`src/rtl/microc_stack.sv`:
```
// microc_stack -- single-cycle microcontroller datapath with a return-address stack.
//
// One instruction per clock. Program memory is outside the block: `pc` addresses an
// asynchronous-read ROM whose word comes back on `instr` in the same cycle. An external
// control unit decodes `Opcode` and drives the control inputs.
//
// Parameters
//   DW          data width of registers, ALU and immediate (>= 4)
//   PCW         program counter width (PCW <= DW+2)
//   STACK_DEPTH return-address stack entries (>= 1)
//
// Ports
//   clk        rising-edge clock
//   reset      synchronous, active-high; clears pc, sp, z, c and the sticky stack flags
//   instr      instruction word (DW+8 bits) at `pc`
//   s_inc      1: pc increments, 0: pc loads the jump target
//   s_inm      1: register write data is the immediate, 0: the ALU result
//   we3        register file write enable
//   wez, wec   zero / carry flag write enables
//   Op         ALU operation
//   push, pop  call / return
//   pc         current program counter
//   Opcode     instr[IW-1:IW-6]
//   z, c       registered zero and carry/borrow flags
//   stack_ovf  sticky: push while the stack was full
//   stack_unf  sticky: pop while the stack was empty
module microc_stack #(
   parameter int DW          = 8,
   parameter int PCW         = 10,
   parameter int STACK_DEPTH = 8
) (
   input  logic           clk,
   input  logic           reset,
   input  logic [DW+7:0]  instr,
   input  logic           s_inc,
   input  logic           s_inm,
   input  logic           we3,
   input  logic           wez,
   input  logic           wec,
   input  logic [2:0]     Op,
   input  logic           push,
   input  logic           pop,
   output logic [PCW-1:0] pc,
   output logic [5:0]     Opcode,
   output logic           z,
   output logic           c,
   output logic           stack_ovf,
   output logic           stack_unf
);

   localparam int IW   = DW + 8;
   // sp must represent 0..STACK_DEPTH inclusive, so it needs one more code than the
   // entry index.
   localparam int SPW  = $clog2(STACK_DEPTH + 1);
   localparam int IDXW = (STACK_DEPTH > 1) ? $clog2(STACK_DEPTH) : 1;

   // Instruction fields
   logic [3:0]     ra1, ra2, wa3;
   logic [DW-1:0]  imm;
   logic [PCW-1:0] jtarget;

   assign ra1     = instr[11:8];
   assign ra2     = instr[7:4];
   assign wa3     = instr[3:0];
   assign imm     = instr[DW+3:4];
   assign jtarget = instr[PCW-1:0];
   assign Opcode  = instr[IW-1:IW-6];

   // State
   logic [DW-1:0]  rf_q  [16];
   logic [PCW-1:0] stk_q [STACK_DEPTH];
   logic [PCW-1:0] pc_q, pc_d;
   logic [SPW-1:0] sp_q, sp_d;
   logic           z_q, z_d;
   logic           c_q, c_d;
   logic           ovf_q, ovf_d;
   logic           unf_q, unf_d;

   // Register file reads: r0 is hard-wired to zero whatever was written to it.
   logic [DW-1:0] rd1, rd2;
   assign rd1 = (ra1 == 4'd0) ? '0 : rf_q[ra1];
   assign rd2 = (ra2 == 4'd0) ? '0 : rf_q[ra2];

   // ALU, evaluated one bit wider so add carry-out and subtract borrow land in bit DW.
   logic [DW:0]   alu_x;
   logic [DW-1:0] alu_res;
   logic          alu_zero;
   logic          alu_carry;

   always_comb begin
      alu_x = '0;
      case (Op)
         3'b000:  alu_x = {1'b0, rd1};
         3'b001:  alu_x = {1'b0, ~rd1};
         3'b010:  alu_x = {1'b0, rd1} + {1'b0, rd2};
         3'b011:  alu_x = {1'b0, rd1} - {1'b0, rd2};
         3'b100:  alu_x = {1'b0, rd1 & rd2};
         3'b101:  alu_x = {1'b0, rd1 | rd2};
         3'b110:  alu_x = {1'b0, DW'(-rd1)};
         default: alu_x = {1'b0, DW'(-rd2)};
      endcase
   end

   assign alu_res   = alu_x[DW-1:0];
   assign alu_zero  = (alu_res == '0);
   assign alu_carry = ((Op == 3'b010) || (Op == 3'b011)) ? alu_x[DW] : 1'b0;

   logic [DW-1:0] wd3;
   assign wd3 = s_inm ? imm : alu_res;

   // Next PC and return stack
   logic [PCW-1:0]  pc_inc;
   logic            stk_empty, stk_full, stk_we;
   logic [IDXW-1:0] top_idx, wr_idx;

   assign pc_inc    = pc_q + PCW'(1);
   assign stk_empty = (sp_q == '0);
   assign stk_full  = (sp_q == SPW'(STACK_DEPTH));
   assign top_idx   = IDXW'(sp_q - SPW'(1));
   assign wr_idx    = IDXW'(sp_q);

   always_comb begin
      pc_d   = s_inc ? pc_inc : jtarget;
      sp_d   = sp_q;
      ovf_d  = ovf_q;
      unf_d  = unf_q;
      stk_we = 1'b0;
      // pop outranks push; a simultaneous push is dropped entirely.
      if (pop) begin
         if (!stk_empty) begin
            pc_d = stk_q[top_idx];
            sp_d = sp_q - SPW'(1);
         end else begin
            pc_d  = pc_inc;
            unf_d = 1'b1;
         end
      end else if (push) begin
         if (!stk_full) begin
            stk_we = 1'b1;
            sp_d   = sp_q + SPW'(1);
         end else begin
            ovf_d = 1'b1;
         end
      end
   end

   // Flags follow the ALU even when the immediate is being written.
   assign z_d = wez ? alu_zero  : z_q;
   assign c_d = wec ? alu_carry : c_q;

   // Control state: reset applies here only.
   always_ff @(posedge clk) begin
      if (reset) begin
         pc_q  <= '0;
         sp_q  <= '0;
         z_q   <= 1'b0;
         c_q   <= 1'b0;
         ovf_q <= 1'b0;
         unf_q <= 1'b0;
      end else begin
         pc_q  <= pc_d;
         sp_q  <= sp_d;
         z_q   <= z_d;
         c_q   <= c_d;
         ovf_q <= ovf_d;
         unf_q <= unf_d;
      end
   end

   // Data storage: never reset, but writes are suppressed while reset is asserted so
   // reset dominates every other input in that cycle.
   always_ff @(posedge clk) begin
      if (!reset && we3 && (wa3 != 4'd0)) rf_q[wa3] <= wd3;
      if (!reset && stk_we)               stk_q[wr_idx] <= pc_inc;
   end

   assign pc        = pc_q;
   assign z         = z_q;
   assign c         = c_q;
   assign stack_ovf = ovf_q;
   assign stack_unf = unf_q;

endmodule
```
`config.mk`:
```
export PLATFORM = sky130hd
export DESIGN_NAME = microc_stack
export DESIGN_NICKNAME = d
export VERILOG_FILES = /design/src/rtl/microc_stack.sv
export SDC_FILE = /design/constraint.sdc
export NUM_CORES = 1
export LEC_CHECK = 0
export CORE_MARGIN = 2
export CORE_UTILIZATION = 62
export CTS_BUF_LIST = sky130_fd_sc_hd__clkbuf_4
export CTS_CLUSTER_SIZE = 24
export DETAILED_ROUTE_END_ITERATION = 8
export GPL_TIMING_DRIVEN = 0
export PLACE_DENSITY = 0.81
export SLEW_MARGIN = 25
export SYNTH_ARGS = -nofsm -noshare
export SYNTH_HDL_FRONTEND = slang
export SYNTH_SLANG_ARGS = --single-unit
```
`constraint.sdc`:
```
create_clock -name clk -period 6.29 [get_ports clk]
set_clock_uncertainty 0.2 [all_clocks]
set_input_delay 1.258 -clock clk [delete_from_list [all_inputs] [get_ports clk]]
set_output_delay 1.258 -clock clk [all_outputs]
set_load 0.02 [all_outputs]
```
# Word level (Yosys, flattened, before mapping)
# Memory sizes are Yosys's and may differ from the RTL's.
# Cells that the tools add are included.
# classes
n_addsub	7
multipliers	0
n_div	0
n_lt_le_gt_ge	0
eq_ne	9
shifts	0
muxes	19
n_bitwise	4
reduce_logical	15
# op_table
cell	count
case mux 9 bit (7 select lines)	1
2-to-1 mux 10 bit	3
2-to-1 mux 8 bit	3
2-to-1 mux 4 bit	4
negation 8 bit	2
zero test 4 bit	3
adder 10 x 1 -> 10 bit, second input constant	1
adder 8 x 8 -> 9 bit	1
== test 3 bit, second input constant	3
subtractor 8 x 8 -> 9 bit	1
bitwise AND 8 bit	1
zero test 8 bit	1
2-to-1 mux 1 bit	8
NOT 8 bit	1
OR 8 bit	1
== test 3 x 2 -> 1 bit, second input constant	2
AND reduction 3 bit	2
adder 4 x 1 -> 4 bit, second input constant	1
== test 4 bit, second input constant	1
!= test 2 bit, second input constant	2
nonzero test 4 bit	1
subtractor 4 x 1 -> 4 bit, second input constant	1
== test 3 x 1 -> 1 bit, second input constant	1
logical AND 1 bit	3
other kinds (6)	6
# word_totals
reg_bits	18
latch_bits	0
ramBits	208
romBits	0
inputBits	28
out_inout_bits	20
word_cells	62
memories	2
# mem_list
memory	words	word_bits	rd	rd_ports_with_merged_regs	wr	line	text
rf_q	16	8	2	0	1	70	logic [DW-1:0] rf_q [16];
stk_q	8	10	1	0	1	71	logic [PCW-1:0] stk_q [STACK_DEPTH];

# Depth between registers and ports, before layout
# Gate-level depths: netlist of the first run.
# logic_depth
ltp_word	7
ltp_mapped	19
depth_no_buf	17

# Worst setup path after synthesis of the first run
# No wires, ideal clock.
# synth_path
kind	input to register
from	in instr[4]
to	mem rf_q[10][6] (data pin)
setup_ns	0.323
arrival_time_ns	5.294
t_required_ns	5.767
path_slack_ns	0.473
cell_stages	15
n_path_buf	2
cell_sequence	buf_6 > buf_12 > mux4_1 > mux4_2 > or3_4 > or3_4 > o21ai_0 > xnor2_1 > ha_1 > nand2_1 > o21ai_0 > xor2_1 > o221a_2 > o311ai_0 > o21ai_0
# synth_between
elab_chain_cells	5
word_cells_on_any_way	10
cone_classes	3 x add/sub; 3 x mux; 2 x bitwise; 1 x reduce/logical; 1 x memory
# synth_rtl
item	line	text
start: declaration	34	input logic [DW+7:0] instr,
memory read (16 x 8 bit) or zero test 4 bit (tied branches)	n/a	
2-to-1 mux 8 bit *	82	assign rd2 = (ra2 == 4'd0) ? '0 : rf_q[ra2];
negation 8 bit (tied with other cells)	100	default: alu_x = {1'b0, DW'(-rd2)};
case mux 9 bit (7 select lines) *	92	case (Op)
2-to-1 mux 8 bit *	109	assign wd3 = s_inm ? imm : alu_res;
via wd3[6]	108	logic [DW-1:0] wd3;
end: declaration	70	
# Mark *: on every way through the listed nets, which the timed path passes. The rest lies on a longest branch.

# Worst setup path after layout of the first run
# layout_path
from	in instr[6]
to	mem rf_q[11][5] (data pin)
# Same word-level chain as after synthesis.

==> results.txt, run 1 <==
The flow ran to the end, and the final reports show no timing, DRC or antenna violations. The area of the mapped netlist is approximately 0.011 sq mm. The root buffer cell is clkbuf_4. STA classifies the critical path startpoint as a primary input. The CTS tree is done. The clock-pin slew on the worst setup and hold paths is 60 ps. The class of the worst hold path is reg -> reg. The worst setup path is captured at a flip-flop.

The ratio of cells with drive above 1 in the final layout came out at 23.4%. Setup violations remaining at the end of the flow were counted as 0. For this design, the slowest cell found on the critical path is clkdlybuf4s50_1.

The maximum clock insertion buffer count is 3. The proportion of synthesized flip-flops having asynchronous set or reset is 0%. The routability congestion estimate came out at approximately 0.9. The number of buffers and inverters on the critical path came out at 4.

Buffers placed on the I/O ports in this run total 37. The total power per unit cell area came out at 328 mW/mm^2. In this run the critical register-to-register path is launched from rf_q[13][0]. The worst voltage drop across the vdd grid is 271 uV. The register cell area after layout came out at 0.00643 sq mm.

The synthesized design contains about 200 enable-type register cells. The boundary pin count is 48. The die outline area is roughly 0.019 sq mm. The kind of cell with the highest combined delay on the critical path is buffers and inverters.

The number of fill cells came out at 1196. The average wire length per cell after detail routing is ~25 um. The final design utilization came out at between 70% and 80%. Setup repair after global routing left no endpoint under its margin. The end of the critical path is rf_q[11][5]. The number of logic stages on the critical path including buffering came out at 17.

The per-instance average area after synthesis came out at 14.3 sq um. The CTS buffer count came out at 52. The prevailing post-synth register cell is edfxtp_1. The die is between 100 and 150 um wide.

The depth of the worst register-to-register path is 15. The maximum clock rate is 0.167 GHz. The netlist uses 64 different library cells. The H-tree depth came out at 2. The tightest hold path in the finished design has a slack of between 200 and 300 ps. The number of antenna violations at the first check in global routing is 1. By startpoint and endpoint, the worst setup path is classified as in -> reg. The later-pin clock latency in the skew report is between 600 and 700 ps. The net total in the final layout is ~930. The detailed placement HPWL is 20200 um. The most critical setup path has its startpoint at instr[6]. Traced cell by cell, the critical path runs through clkdlybuf4s50_1 > inv_1 > buf_2 > mux4_2 > inv_1 > ha_1 > mux2i_1 > ha_1 > nor2b_1 > o21ai_0 > a21boi_0 > o21ai_0 > nor3b_1 > nor3_1 > o21a_1 > o32a_1 > mux2_2.

The arrival time of data at the critical path endpoint came out at between 6000 and 7000 ps. The final count of pins violating max slew is 0. The post-synthesis register bit count is 220. The via count of the first global-routing pass is ~8000.

The die height is roughly 140 um. The worst register-to-register path ends at rf_q[11][5]. The final number of hold-violating endpoints is 0. The max-cap violation count is 0. In the finished design, the share of the clock period the worst path needs comes to between 90% and 100%. The multi-input logic area is ~0.0046 sq mm. The residual antenna-violating net count after detailed routing is 0. The leakage dissipation is 0.00437 uW. The total vias in the final route came out at just under 8000. Wires add up to ~28000 um. The slew at the pin closest to its max-slew limit came out at 1020 ps. The smallest clock period supported by the final layout is computed as ~6000 ps. Total power for the finished layout comes to approximately 4200 uW. The maximum cell stage delay along the critical path is slightly above 600 ps. After detailed routing, the number of remaining DRC violations is 0. The slack of the worst reg-to-reg path came out at 1140 ps. The share of the yosys chip area belonging to registers is 57.1%. The data required time at the worst endpoint is around 6400 ps. The initialized floorplan defines between 40 and 50 standard-cell rows.

The count of yosys warnings during synthesis is 0. The overall global routing resource usage came out at 29.9%. The wire length of the first global-routing pass is ~44000 um. The area of the placeable core came out at 0.0179 sq mm. The worst pin sits at a relative slew slack of about a third. The via density per instance is about 6.7. The sink count of the clock tree came out at between 200 and 250.

The effective utilization at floorplan is 62.8%. After the first detailed-routing iteration, the DRC count stood at slightly above 900. The area overhead of the layout relative to synthesis is 13.1%.

Entering global routing, the biggest net connects 17 pins. The leftover overflow at the end of global routing came out at 0. The largest driver fanout on the critical path came out at 16. The number of instances in the synthesized netlist came out at about 780. For this run, the detailed router's first-pass iteration total came to 5.
[Yosys cell counts, types with 6 or more instances]
| cell | number | area, sq um |
|---|---|---|
| a21oi_1 | 27 | 135 |
| a221oi_1 | 14 | 123 |
| a22oi_1 | 6 | 45.0 |
| buf_1 | 9 | 33.8 |
| buf_2 | 8 | 40.0 |
| buf_4 | 7 | 52.6 |
| clkbuf_1 | 22 | 82.6 |
| dfxtp_1 | 18 | 360 |
| edfxtp_1 | 202 | 6070 |
| ha_1 | 15 | 188 |
| inv_1 | 17 | 63.8 |
| mux2_2 | 16 | 180 |
| mux2i_1 | 40 | 400 |
| mux4_1 | 7 | 184 |
| mux4_2 | 66 | 1490 |
| nand2_1 | 35 | 131 |
| nand2b_1 | 10 | 62.6 |
| nand3_1 | 11 | 55.1 |
| nor2_1 | 81 | 304 |
| nor2b_1 | 9 | 56.3 |
| nor3_1 | 21 | 105 |
| nor3b_1 | 6 | 45.0 |
| o21ai_0 | 25 | 125 |
| o22ai_1 | 8 | 50.1 |
| xnor2_1 | 15 | 131 |
| xor2_1 | 17 | 149 |
[cell type report]
cell class,count,area share [%]
Clock buffer,75,4.43
Timing Repair Buffer,43,3.36
Buffer,47,1.90
Tap cell,229,2.25
Antenna cell,1,0.0197
Sequential cell,220,50.5
Multi-Input combinational cell,498,36.1
Clock inverter,22,0.905
Inverter,19,0.561
[stage by stage]
stage | instances | setup slack (ps) | setup TNS [ps] | cell area, sq um
2_1_floorplan | 785 | 473 | 0 | 11300
3_3_place_gp | 1051 | -1360 | -70810 | 11900
3_5_place_dp | 1056 | -1030 | -60410 | 12000
4_1_cts | 1153 | 85.0 | 0 | 12700
5_1_grt | 1154 | 41.1 | 0 | 12700
6_report | 1154 | 295 | 0 | 12700
[cell families after synthesis]
family,after synthesis,synth area share (%)
multiplexers,129,20.0
flip-flops,220,57.1
adder cells (fa/ha/maj),16,1.85
AND/OR/NAND/NOR,201,8.73
other,1,0.0333
AO/OA/AOI/OAI,118,6.98
buffers and inverters,67,2.77
XOR/XNOR,32,2.49
[worst reg2reg max path, cell delays in order (launching register included)]
cell and delay (ps):
edfxtp_1 400, mux4_1 590, mux4_2 580, inv_1 120, ha_1 250, mux2i_1 270, ha_1 290, nor2b_1 120
o21ai_0 200, a21boi_0 160, o21ai_0 340, nor3b_1 260, nor3_1 90, o21a_1 200, o32a_1 350, mux2_2 420
[what timing repair did]
item	in CTS	in global routing
gates cloned	0	0
hold endpoints to repair	0	0
hold buffers	0	0
gates resized for setup	4	6
pin swaps	0	1
setup buffers	0	1
endpoints found under the setup margin	59	62
[cell usage in the layout (no fill, tap or decap), types with 10 or more instances in the layout]
cell type and instances:
o21ai_0 20, nor2_1 73, clkdlybuf4s50_1 37, nand2b_1 10, clkinv_1 19, a221oi_1 14, xnor2_1 15, clkbuf_1 20
mux4_2 66, nand2_1 35, mux2_2 16, edfxtp_1 202, inv_1 17, buf_4 12, mux2i_1 40, dfxtp_1 18
nor3_1 16, ha_1 15, clkbuf_4 75, a21oi_1 27, nand3_1 11, buf_2 10, xor2_1 16
[metal layers]
layer / share of wire (%) / global-route usage [%] / vias up / wire length (um)
met4: 2.5 / 11.7 / 0 / 708
met1: 38 / 41.1 / 3811 / 10900
met5: 0 / 0 / - / 0
met2: 48 / 47.7 / 495 / 13800
li1: - / - / 3326 / -
met3: 11 / 6.42 / 63 / 3030
[flip-flops by register name, indices dropped and copies added (netlist names)]
signal,flops
sp_q,4
c,1
stack_unf,1
pc,10
stk_q,80
stack_ovf,1
z,1
rf_q,122
[power breakdown]
| part | internal, uW | leakage [uW] | total (uW) | switching, uW |
|---|---|---|---|---|
| clock | 593 | 0.000398 | 1160 | 563 |
| combinational | 513 | 0.00199 | 1200 | 691 |
| sequential | 1750 | 0.00198 | 1810 | 57.7 |
| total | 2860 | 0.00437 | 4170 | 1310 |
[worst min path at each step]
stage	start	cells after the start	slack, ps	to
floorplan	z	2	330	z
detailed placement	stack_unf	2	260	stack_unf
CTS	stack_unf	2	280	stack_unf
global placement	stack_unf	2	260	stack_unf
finish	stack_unf	2	280	stack_unf
global route	z	2	320	z
Note: power is estimated with default switching activity, not from simulation.
==> run 2, diff against run 1 <==
--- a/config.mk
+++ b/config.mk
@@ -12,6 +12,7 @@
 export DETAILED_ROUTE_END_ITERATION = 8
 export GPL_TIMING_DRIVEN = 0
 export PLACE_DENSITY = 0.81
+export SKIP_LAST_GASP = 1
 export SLEW_MARGIN = 25
 export SYNTH_ARGS = -nofsm -noshare
 export SYNTH_HDL_FRONTEND = slang
==> run 2 against run 1 <==
Non-clock buffer count stayed put. Via count up 0.14%. Die area stayed put. Global-route usage unchanged. Combinational power about the same. Flip-flop and latch count is the same. Final area about the same. Clock-buffer cell count unchanged. Clock power barely moved. Setup slack lost 70 ps. Critical path type unchanged. Critical endpoint is now rf_q[11][4]. Largest cell class unchanged. Largest power group unchanged.
==> results.txt, run 2 (synthesized netlist as in run 1, its figures left out) <==
The run finished with clean final reports. The depth of the worst register-to-register path came out at 15 (unchanged). The switching portion of total power came out at 31.5% (about the same).

The die height came out at 139 um (unchanged). The floorplan die width is 139 um (unchanged). The number of detailed-routing iterations run before antenna repair is 6 (+1).

The standard cell area after detailed placement came out at 0.0120 sq mm (unchanged). The sequential fraction of design power is 43.4% (about the same). The final worst-path cycle share was 96.4% (+1.1 points). The H-tree depth came out at 2 (unchanged). The max-cap violation count came out at 0 (unchanged).

The part of the total power dissipated in the clock network came out at 27.7% (about the same). The final design utilization is 71.0% (about the same). The maximum number of pins on one net before global-route repair was 17 (unchanged). The die outline area came to 0.0192 sq mm (unchanged). The via density per instance is 6.68 (+0.14%). The maximum clock insertion buffer count is 3 (unchanged). The CTS buffer count is 52 (unchanged). The sink count of the clock tree came out at 220 (unchanged). The later-pin clock latency in the skew report came out at 680 ps (about the same). The detailed placement HPWL is 20200 um (unchanged).

The effective utilization at floorplan came out at 62.8% (unchanged). The hold buffer count at cts was 0 (unchanged). The cell-internal power came out at 2860 uW (about the same). The slack of the worst reg-to-reg path came out at 1140 ps (about the same). The arrival time of data at the critical path endpoint is 6200 ps (+60 ps). The net total in the final layout came out at 925 (unchanged). Following the worst setup path forward leads to its endpoint at rf_q[11][4].

More flip-flops sit in one register than any other, and that register is rf_q. The relative slew slack came out at 31.0% (-0.63 points). The worst-case hold slack was 280 ps (+0.00100 ps). The total setup violations reported at the end of the flow was 0 (unchanged). The worst voltage drop across the vdd grid came to 271 uV (about the same). The largest driver fanout on the critical path came out at 16 (unchanged). The data required time at the worst endpoint came out at 6420 ps (-20 ps). The final standard cell area without fillers came out at 0.0127 sq mm (about the same). The critical path is of the in -> reg type. The routed metal-1 wire length was 10800 um (-1.6%). The number of antenna violations at the first check in global routing came out at 1 (unchanged).

The worst setup path is launched from a primary input. The post-layout instance count excluding filler cells is 1154 (unchanged). The number of buffer cells added on primary ports is 37 (unchanged).

The maximum clock rate came to 0.165 GHz (-1.2%). STA classifies the critical path endpoint as a flip-flop. The leftover overflow at the end of global routing is 0 (unchanged). The critical path starts at instr[9]. The combinational power share came out at 28.9% (about the same).

The number of flip-flops under the largest register name is 122 (unchanged). The total power per unit cell area came to 328 mW/mm^2 (about the same). The clock-pin slew on the worst setup and hold paths came to 70 ps (about the same). Setup repair after global routing could not meet its margin everywhere. The top cell types in the final layout, fill and taps aside, are edfxtp_1, clkbuf_4, nor2_1. The final count of pins violating max slew came out at 0 (unchanged).

The boundary pin count came out at 48 (unchanged). The slew at the pin closest to its max-slew limit is 1030 ps (+9.32 ps). The power dissipated by switching net loads came to 1310 uW (+0.13%). The wire length of the first global-routing pass was 43900 um (unchanged).

The residual antenna-violating net count after detailed routing came out at 0 (unchanged). The final period demand of the worst path is 6060 ps (+69.9 ps). Leaving out fill and tap cells, the most frequent cell in the layout is edfxtp_1. In this run the worst hold path is classified as reg -> reg. The detailed-route DRC error count came to 0 (unchanged).

The overall global routing resource usage is 29.9% (unchanged). The endpoint of the worst register-to-register path is rf_q[11][5]. The area overhead of the layout relative to synthesis is 13.1% (about the same). The final number of hold-violating endpoints is 0 (unchanged). The met2 wire length came to 13800 um (+0.20%). The average wire length per cell after detail routing came out at 24.7 um (about the same). The iteration-0 DRC count of the detailed router came out at 920 (+1.2%).

The ratio of cells with drive above 1 in the final layout came out at 23.3% (-0.11 points). In this run the top signal layer used is met4. The number of placement rows is 49 (unchanged). The CTS tree is done. The area of the placeable core came out at 0.0179 sq mm (unchanged).

The via count of the first global-routing pass is 7854 (unchanged). The leakage dissipation came out at 0.00437 uW (about the same). The final wirelength was 28400 um (about the same).

The routability congestion estimate is 0.912 (unchanged). The total instance count after detailed placement came out at 1056 (unchanged). The met3 layer wire length in the routed design came out at 3180 um (+4.9%). The total vias in the final route was 7706 (+0.14%).

The root buffer cell is clkbuf_4. The source of the worst register-to-register timing path is rf_q[13][0].
[run 2: cell types whose count changed in the layout (fill, tap and decap cells not counted)]
cell | before | now
nor2_1 | 73 | 74
nor2_2 | 8 | 7
[run 2: power by group through the flow]
stage	Clock, uW	Sequential [uW]	Combinational, uW
global route	1240	1820	1290
global placement	0	1840	1120
floorplan	0	1860	797
detailed placement	0	1840	1170
finish	1160	1810	1200
CTS	1170	1810	1180
[run 2: worst min path at each step]
stage               slack (ps)  cells past startpoint      start   endpoint
floorplan                  330                      2          z          z
global placement           260                      2  stack_unf  stack_unf
detailed placement         260                      2  stack_unf  stack_unf
CTS                        280                      2  stack_unf  stack_unf
global route               320                      2          z          z
finish                     280                      2  stack_unf  stack_unf
[run 2: metal layers]
layer | vias up | track usage [%]
li1 | 3325 | -
met1 | 3802 | 41.1
met2 | 519 | 47.7
met3 | 60 | 6.42
met4 | 0 | 11.7
met5 | - | 0
[run 2: critical path, stage by stage]
cell and delay, ps:
clkbuf_1 350, buf_2 390, buf_1 500, nor2b_1 240, a22oi_1 410, o21ai_0 350, inv_1 240, ha_1 190
inv_1 50, fa_1 410, a21o_1 210, a21oi_1 250, xor2_1 180, o21ai_0 130, nor3_1 150, o21ai_0 120
o32ai_1 460, o21ai_2 310
[run 2: per-stage QoR]
step                      total power (uW)  setup TNS [ps]  setup slack (ps)
after global routing                  4350           -6.74             -6.71
after detailed placement              3020          -60410             -1030
after global placement                2960          -70810             -1360
after floorplan                       2660               0               473
after CTS                             4160               0              85.0
final                                 4170               0               225
[run 2: final cells by class]
cell class | instances | area, sq um
clock inverters | 22 | 115
well taps | 229 | 287
flip-flops and latches | 220 | 6430
diodes | 1 | 2.50
fillers | 1195 | 5180
plain buffers | 47 | 241
inverters | 19 | 71.3
repair buffers | 43 | 428
multi-input cells | 498 | 4580
clock buffers | 75 | 563
[run 2: timing repair]
action | in CTS | in global routing
resized for setup | 4 | 5
buffers inserted | 0 | 1
setup endpoints to repair | 59 | 62
gates cloned | 0 | 0
hold endpoints to repair | 0 | 0
pin swaps | 0 | 1
==> run 3, diff against run 2 <==
--- a/config.mk
+++ b/config.mk
@@ -11,6 +11,7 @@
 export CTS_CLUSTER_SIZE = 24
 export DETAILED_ROUTE_END_ITERATION = 8
 export GPL_TIMING_DRIVEN = 0
+export HOLD_SLACK_MARGIN = 0.02
 export PLACE_DENSITY = 0.81
 export SKIP_LAST_GASP = 1
 export SLEW_MARGIN = 25
==> results of run 3 <==
The final DEF is identical to that of run 2; final timing and power are the same.
==> RTL change 1, RTL diff (settings of run 2) <==
The parameter `STACK_DEPTH` goes from 8 to 16.
--- a/src/rtl/microc_stack.sv
+++ b/src/rtl/microc_stack.sv
@@ -28,5 +28,5 @@
    parameter int DW          = 8,
    parameter int PCW         = 10,
-   parameter int STACK_DEPTH = 8
+   parameter int STACK_DEPTH = 16
 ) (
    input  logic           clk,
Function: not settled (the Yosys comparison gave no result); the edit may change what the design does.
==> RTL change 1 against run 2 <==
Synthesized area increased by 32%. Sequential cell count increased by 85. Maximum frequency increased by 3.5%. Sequential share of layout area increased by 2.9 points. Wire length increased by 33%. Die area increased by 31%. Highest routed layer unchanged. Setup slack improved by 0.21 ns. Combinational power increased by 68%. Power increased by 51%. Global-route usage increased by 1.7 points. Final cell count increased by 27%. Cell area increased by 32%.
==> RTL change 1: results (changes against run 2) <==
GLOBAL ROUTING
--------------------------------------------------------------------------------
GRT Total Usage                                                            0.316   +0.0166
Met1 demand-to-capacity share in global routing                            0.408   -0.00312
Wire length of the first global-routing pass                             56.7 mm   +29%

FINISH
--------------------------------------------------------------------------------
Number of clock-tree buffers in the layout                                   106   +41%
Number of filler instances in the final layout                              1492   +25%
Syn-to-layout area delta                                                   13.3%
Final #Nets                                                                 1136   +23%
Multi-input combinational area share                                       0.330   -0.0303
Final-layout non-clock buffer area share                                  0.0463   -0.00637
Number of flip-flops in the largest register                                 160   +31%
Fraction of final layout cells with drive strength greater than 1          0.264   +0.0313
Clk tree area frac                                                        0.0596   +0.00628
Register with the most flip-flops                                          stk_q
Sequential share of cell area                                              0.534   +0.0288

TIMING
--------------------------------------------------------------------------------
Relative slew slack                                                        0.275   -0.0352
Min Hold Slack                                                          0.269 ns   -0.0111 ns

SETUP PATH
--------------------------------------------------------------------------------
Slack of the worst reg-to-reg path                                       1.29 ns   +0.15 ns
Crit path from                                                          instr[6]
Critical Path Sink                                                    rf_q[5][5]
RR Startpoint                                                            sp_q[0]
Endpoint of the worst-slack reg-to-reg timing path                         pc[5]
Register-to-Register Path Depth                                               12   -3
Data arrival time of the critical path                                   6.12 ns   -0.08 ns

LOGIC SYNTHESIS
--------------------------------------------------------------------------------
Yosys cell types                                                              82   +28%
Avg Synthesized Cell Area                                             15.4 sq um   +7.3%
Post-synth EDFFs                                                             286   +42%
Sequential share of the synthesized area                                   0.605   +0.0335
Most common library cells after synthesis                           edfxtp_1 (286), mux4_2 (90), nor2_1 (85), nand2_1 (43), mux2i_1 (36)

DIE
--------------------------------------------------------------------------------
Tapcells inserted                                                            319   +39%

ROUTE
--------------------------------------------------------------------------------
Routed length on met3                                                    3.77 mm   +18%
Initial DRC count                                                           1132   +23%
Routed WL per cell                                                  25.8 microns   +4.7%
Routed wl met2                                                           18.5 mm   +34%
Ratio of routed vias to standard cells                                      6.63   -0.77%

POWER
--------------------------------------------------------------------------------
Sequential power share                                                     0.407   -0.027
Combinational logic power                                                2.02 mW   +68%
Max rail drop VDD                                                         374 uV   +38%

CLOCK NETWORK
--------------------------------------------------------------------------------
Clock latency reported for the late side of the worst-skew pair          0.73 ns   +0.05 ns
Total number of clock tree sinks                                             305   +39%
Total clock buffers created by CTS                                            75   +44%
H-tree Lvls                                                                    3   +1

HOLD PATH
--------------------------------------------------------------------------------
Hold Path End                                                                  c

OUTCOME
--------------------------------------------------------------------------------
Status                                                              finished clean

PLACE
--------------------------------------------------------------------------------
Quantity of I/O buffers inserted on ports                                     38   +2.7%
Place WS                                                               -0.693 ns   +0.333 ns
Instance area at placement                                          0.0158 sq mm   +32%
Last weighted congestion value of the routability-driven placer            0.921   +1.1%
Number of placed instances with taps included                               1331   +26%

==> RTL change 1: changes by cell type after synthesis, sizes merged, moves of 7 or more <==
cell    before  now
a211oi       5   16
inv         17   26
nand2       35   43
xor2        17    8
mux4        73   95
a21oi       27   34
edfxtp     202  286
o211ai       1    8
a31oi        2    9
nor2b        9   18
==> RTL change 1: timing repair <==
item | 4_1_cts | 5_1_grt
endpoints found under the setup margin | 2 | 57
gates resized for setup | 1 | 4
hold buffers | 0 | 0
==> RTL change 1: cells by family after synthesis <==
family,Yosys count,share of synthesized area
buffers and inverters,86,0.0301
and+or+nand+nor,225,0.0775
AOI/OAI and AO/OA,159,0.0761
adders and majority gates,19,0.0165
xor gates and xnor gates,24,0.0142
DFF,305,0.605
other,1,0.000253
muxes,144,0.180
==> RTL change 1: critical path: cells and delay by family <==
family	cells	cell delay, ns
compound gates	7	1.42
xor+xnor	1	0.15
fa+ha+maj	1	0.32
buf+inv	2	1.43
mux	2	0.88
simple gates	3	0.65
==> RTL change 2, RTL diff (settings of run 2) <==
Made on the original files. Take the reset off `pc_q` and `sp_q` and load them in a clocked block of their own.
--- a/src/rtl/microc_stack.sv
+++ b/src/rtl/microc_stack.sv
@@ -152,6 +152,4 @@
    always_ff @(posedge clk) begin
       if (reset) begin
-         pc_q  <= '0;
-         sp_q  <= '0;
          z_q   <= 1'b0;
          c_q   <= 1'b0;
@@ -159,6 +157,4 @@
          unf_q <= 1'b0;
       end else begin
-         pc_q  <= pc_d;
-         sp_q  <= sp_d;
          z_q   <= z_d;
          c_q   <= c_d;
@@ -166,4 +162,9 @@
          unf_q <= unf_d;
       end
+   end
+
+   always_ff @(posedge clk) begin
+      pc_q <= pc_d;
+      sp_q <= sp_d;
    end
 
Formal check against the unedited RTL: not equivalent (Yosys sat finds a counterexample within 4 cycles, from zero or initial values and one cycle with reset high).
==> RTL change 2 against run 2 <==
The flow now finishes with violations (DRC). Power rose by 1.6%. Sequential cell count rose by 5. Die area rose by 2.0%. Worst hold slack got worse by 0.0089 ns. Wire length rose by 3.8%. Cell area rose by 2.1%. Setup slack improved by 0.024 ns. Synthesized area rose by 2.0%. Largest cell class unchanged. Largest power group unchanged.
==> RTL change 2: results (changes against run 2) <==
OUTCOME
--------------------------------------------------------------------------------
Status                                                              finished, violations left
Failing checks                                                               DRC

ROUTE
--------------------------------------------------------------------------------
Total vias in the final route                                               7807   +1.3%
Post-detailed-route DRC marker count                                           3   +3
DRT Pass-1 Iters                                                               9   +3
Initial DRC count                                                            975   +6.0%
Routed WL per cell                                                  25.7 microns   +4.3%
Routed wl met2                                                           14.8 mm   +7.1%
Metal-1 WL                                                               10.9 mm   +0.97%
Routed length on met3                                                    2.65 mm   -17%

SETUP PATH
--------------------------------------------------------------------------------
Crit path from                                                          instr[4]
Data arrival time of the critical path                                   6.35 ns   +0.15 ns
Critical Path Sink                                                   rf_q[13][3]
Slack of the worst reg-to-reg path                                       1.44 ns   +0.30 ns
RR Startpoint                                                        rf_q[15][0]
Largest driver fanout on the critical path                                    12   -4

LOGIC SYNTHESIS
--------------------------------------------------------------------------------
Yosys cell types                                                              82   +28%
YS warnings                                                                    0   unchanged
Most common library cells after synthesis                           edfxtp_1 (211), mux4_2 (64), nor2_1 (53), nand2_1 (46), mux2i_1 (32)
Area contributors post-synth                                        edfxtp_1 (55%), mux4_2 (13%), mux2i_1 (2.8%)
Sequential share of the synthesized area                                   0.577   +0.00530
Post-synth EDFFs                                                             211   +4.5%

FINISH
--------------------------------------------------------------------------------
Syn-to-layout area delta                                                   13.1%   about the same
Final #Nets                                                                  919   -0.65%
Register with the most flip-flops                                           rf_q
Number of flip-flops in the largest register                                 127   +4.1%
Fraction of final layout cells with drive strength greater than 1          0.246   +0.0132

TIMING
--------------------------------------------------------------------------------
Slew at the pin with the worst max-slew slack                            1.01 ns   -0.0138 ns

PLACE
--------------------------------------------------------------------------------
Placed wire-length estimate after detailed placement                     20.7 mm   +2.4%
Quantity of I/O buffers inserted on ports                                     35   -5.4%

GLOBAL ROUTING
--------------------------------------------------------------------------------
Wire length of the first global-routing pass                             44.9 mm   +2.2%
Via count of the first global-routing pass                                  7936   +1.0%

CLOCK NETWORK
--------------------------------------------------------------------------------
Clock latency reported for the late side of the worst-skew pair          0.71 ns   +0.03 ns
Total clock buffers created by CTS                                            55   +5.8%

POWER
--------------------------------------------------------------------------------
Max rail drop VDD                                                         346 uV   +28%

-- RTL change 2: changes by cell type in the layout (fill, tap and decap cells not counted), sizes merged, moves of 5 or more --
cell           run 2  this run
mux2i             40        32
edfxtp           202       211
clkbuf            97        92
xor2              17        10
conb               2         7
nor2b              9        15
a21oi             27         9
nor2              81        53
xnor2             15        20
a22oi              6        12
nand2             35        46
clkinv            21        28
-- RTL change 2: cell families (layout without fill, tap and decap cells) --
logic type               count (synthesis)  after routing  synth area share
flip-flops                             225            225             0.577
AND/OR/NAND/NOR                        185            185            0.0799
AO/OA/AOI/OAI                          129            129            0.0877
multiplexers                           119            119             0.184
buffers and inverters                   68            208            0.0304
XOR/XNOR                                30             30            0.0229
adder cells (fa/ha/maj)                 16             16            0.0181
other                                    1              8          0.000327
-- RTL change 2: what timing repair did --
item | 4_1_cts | 5_1_grt
resized for setup | 2 | 6
gates cloned | 0 | 0
hold buffers | 0 | 0
endpoints found under the setup margin | 59 | 78
-- RTL change 2: area by class of cell --
type / instances / area, sq um
plain buffers: 47 / 270
repair buffers: 39 / 392
clock inverters: 29 / 151
multi-input cells: 486 / 4640
well taps: 229 / 287
diodes: 1 / 2.50
clock buffers: 72 / 541
flip-flops and latches: 225 / 6620
inverters: 21 / 78.8
fillers: 1170 / 5100
-- RTL change 2: worst min path at each step --
stage / from / to / slack, ns
2_1_floorplan: c / c / 0.34
3_3_place_gp: stack_unf / stack_unf / 0.25
3_5_place_dp: c / c / 0.27
4_1_cts: c / c / 0.28
5_1_grt: c / c / 0.31
6_report: c / c / 0.27
-- RTL change 2: worst max-delay path: stages --
cell	delay, ns
clkdlybuf4s50_1	0.52
buf_6	0.21
buf_6	0.21
and2b_1	0.41
a221oi_1	0.23
o31ai_4	0.42
inv_1	0.12
ha_1	0.31
mux2i_1	0.24
ha_1	0.28
nor2b_1	0.14
o21a_1	0.18
o21a_1	0.16
o311ai_0	0.45
o211ai_1	0.24
a2bb2oi_2	0.22
o31ai_2	0.46
buf_4	0.27
-- RTL change 2: routing by layer --
metal | vias up | global-route usage
met5 | - | 0
li1 | 3343 | -
met4 | 0 | 0.133
met1 | 3872 | 0.387
met2 | 489 | 0.515
met3 | 103 | 0.0704
-- RTL change 2: stage by stage --
stage	instance area, sq um	setup TNS (ns)	setup slack (ns)	hold WS, ns	cells
finish	13000	0	0.249	0.271	1149
global route	13000	0	0.0287	0.309	1149
CTS	12900	0	0.00137	0.276	1148
detailed placement	12200	-73.14	-1.28	0.265	1047
global placement	12100	-87.42	-1.47	0.251	1043
floorplan	11500	0	0.361	0.343	779
-- RTL change 2: where the power goes --
group          switching [mW]  internal (mW)  total, mW
combinational           0.666          0.460       1.13
clock                   0.593          0.583       1.18
sequential             0.0762           1.86       1.94
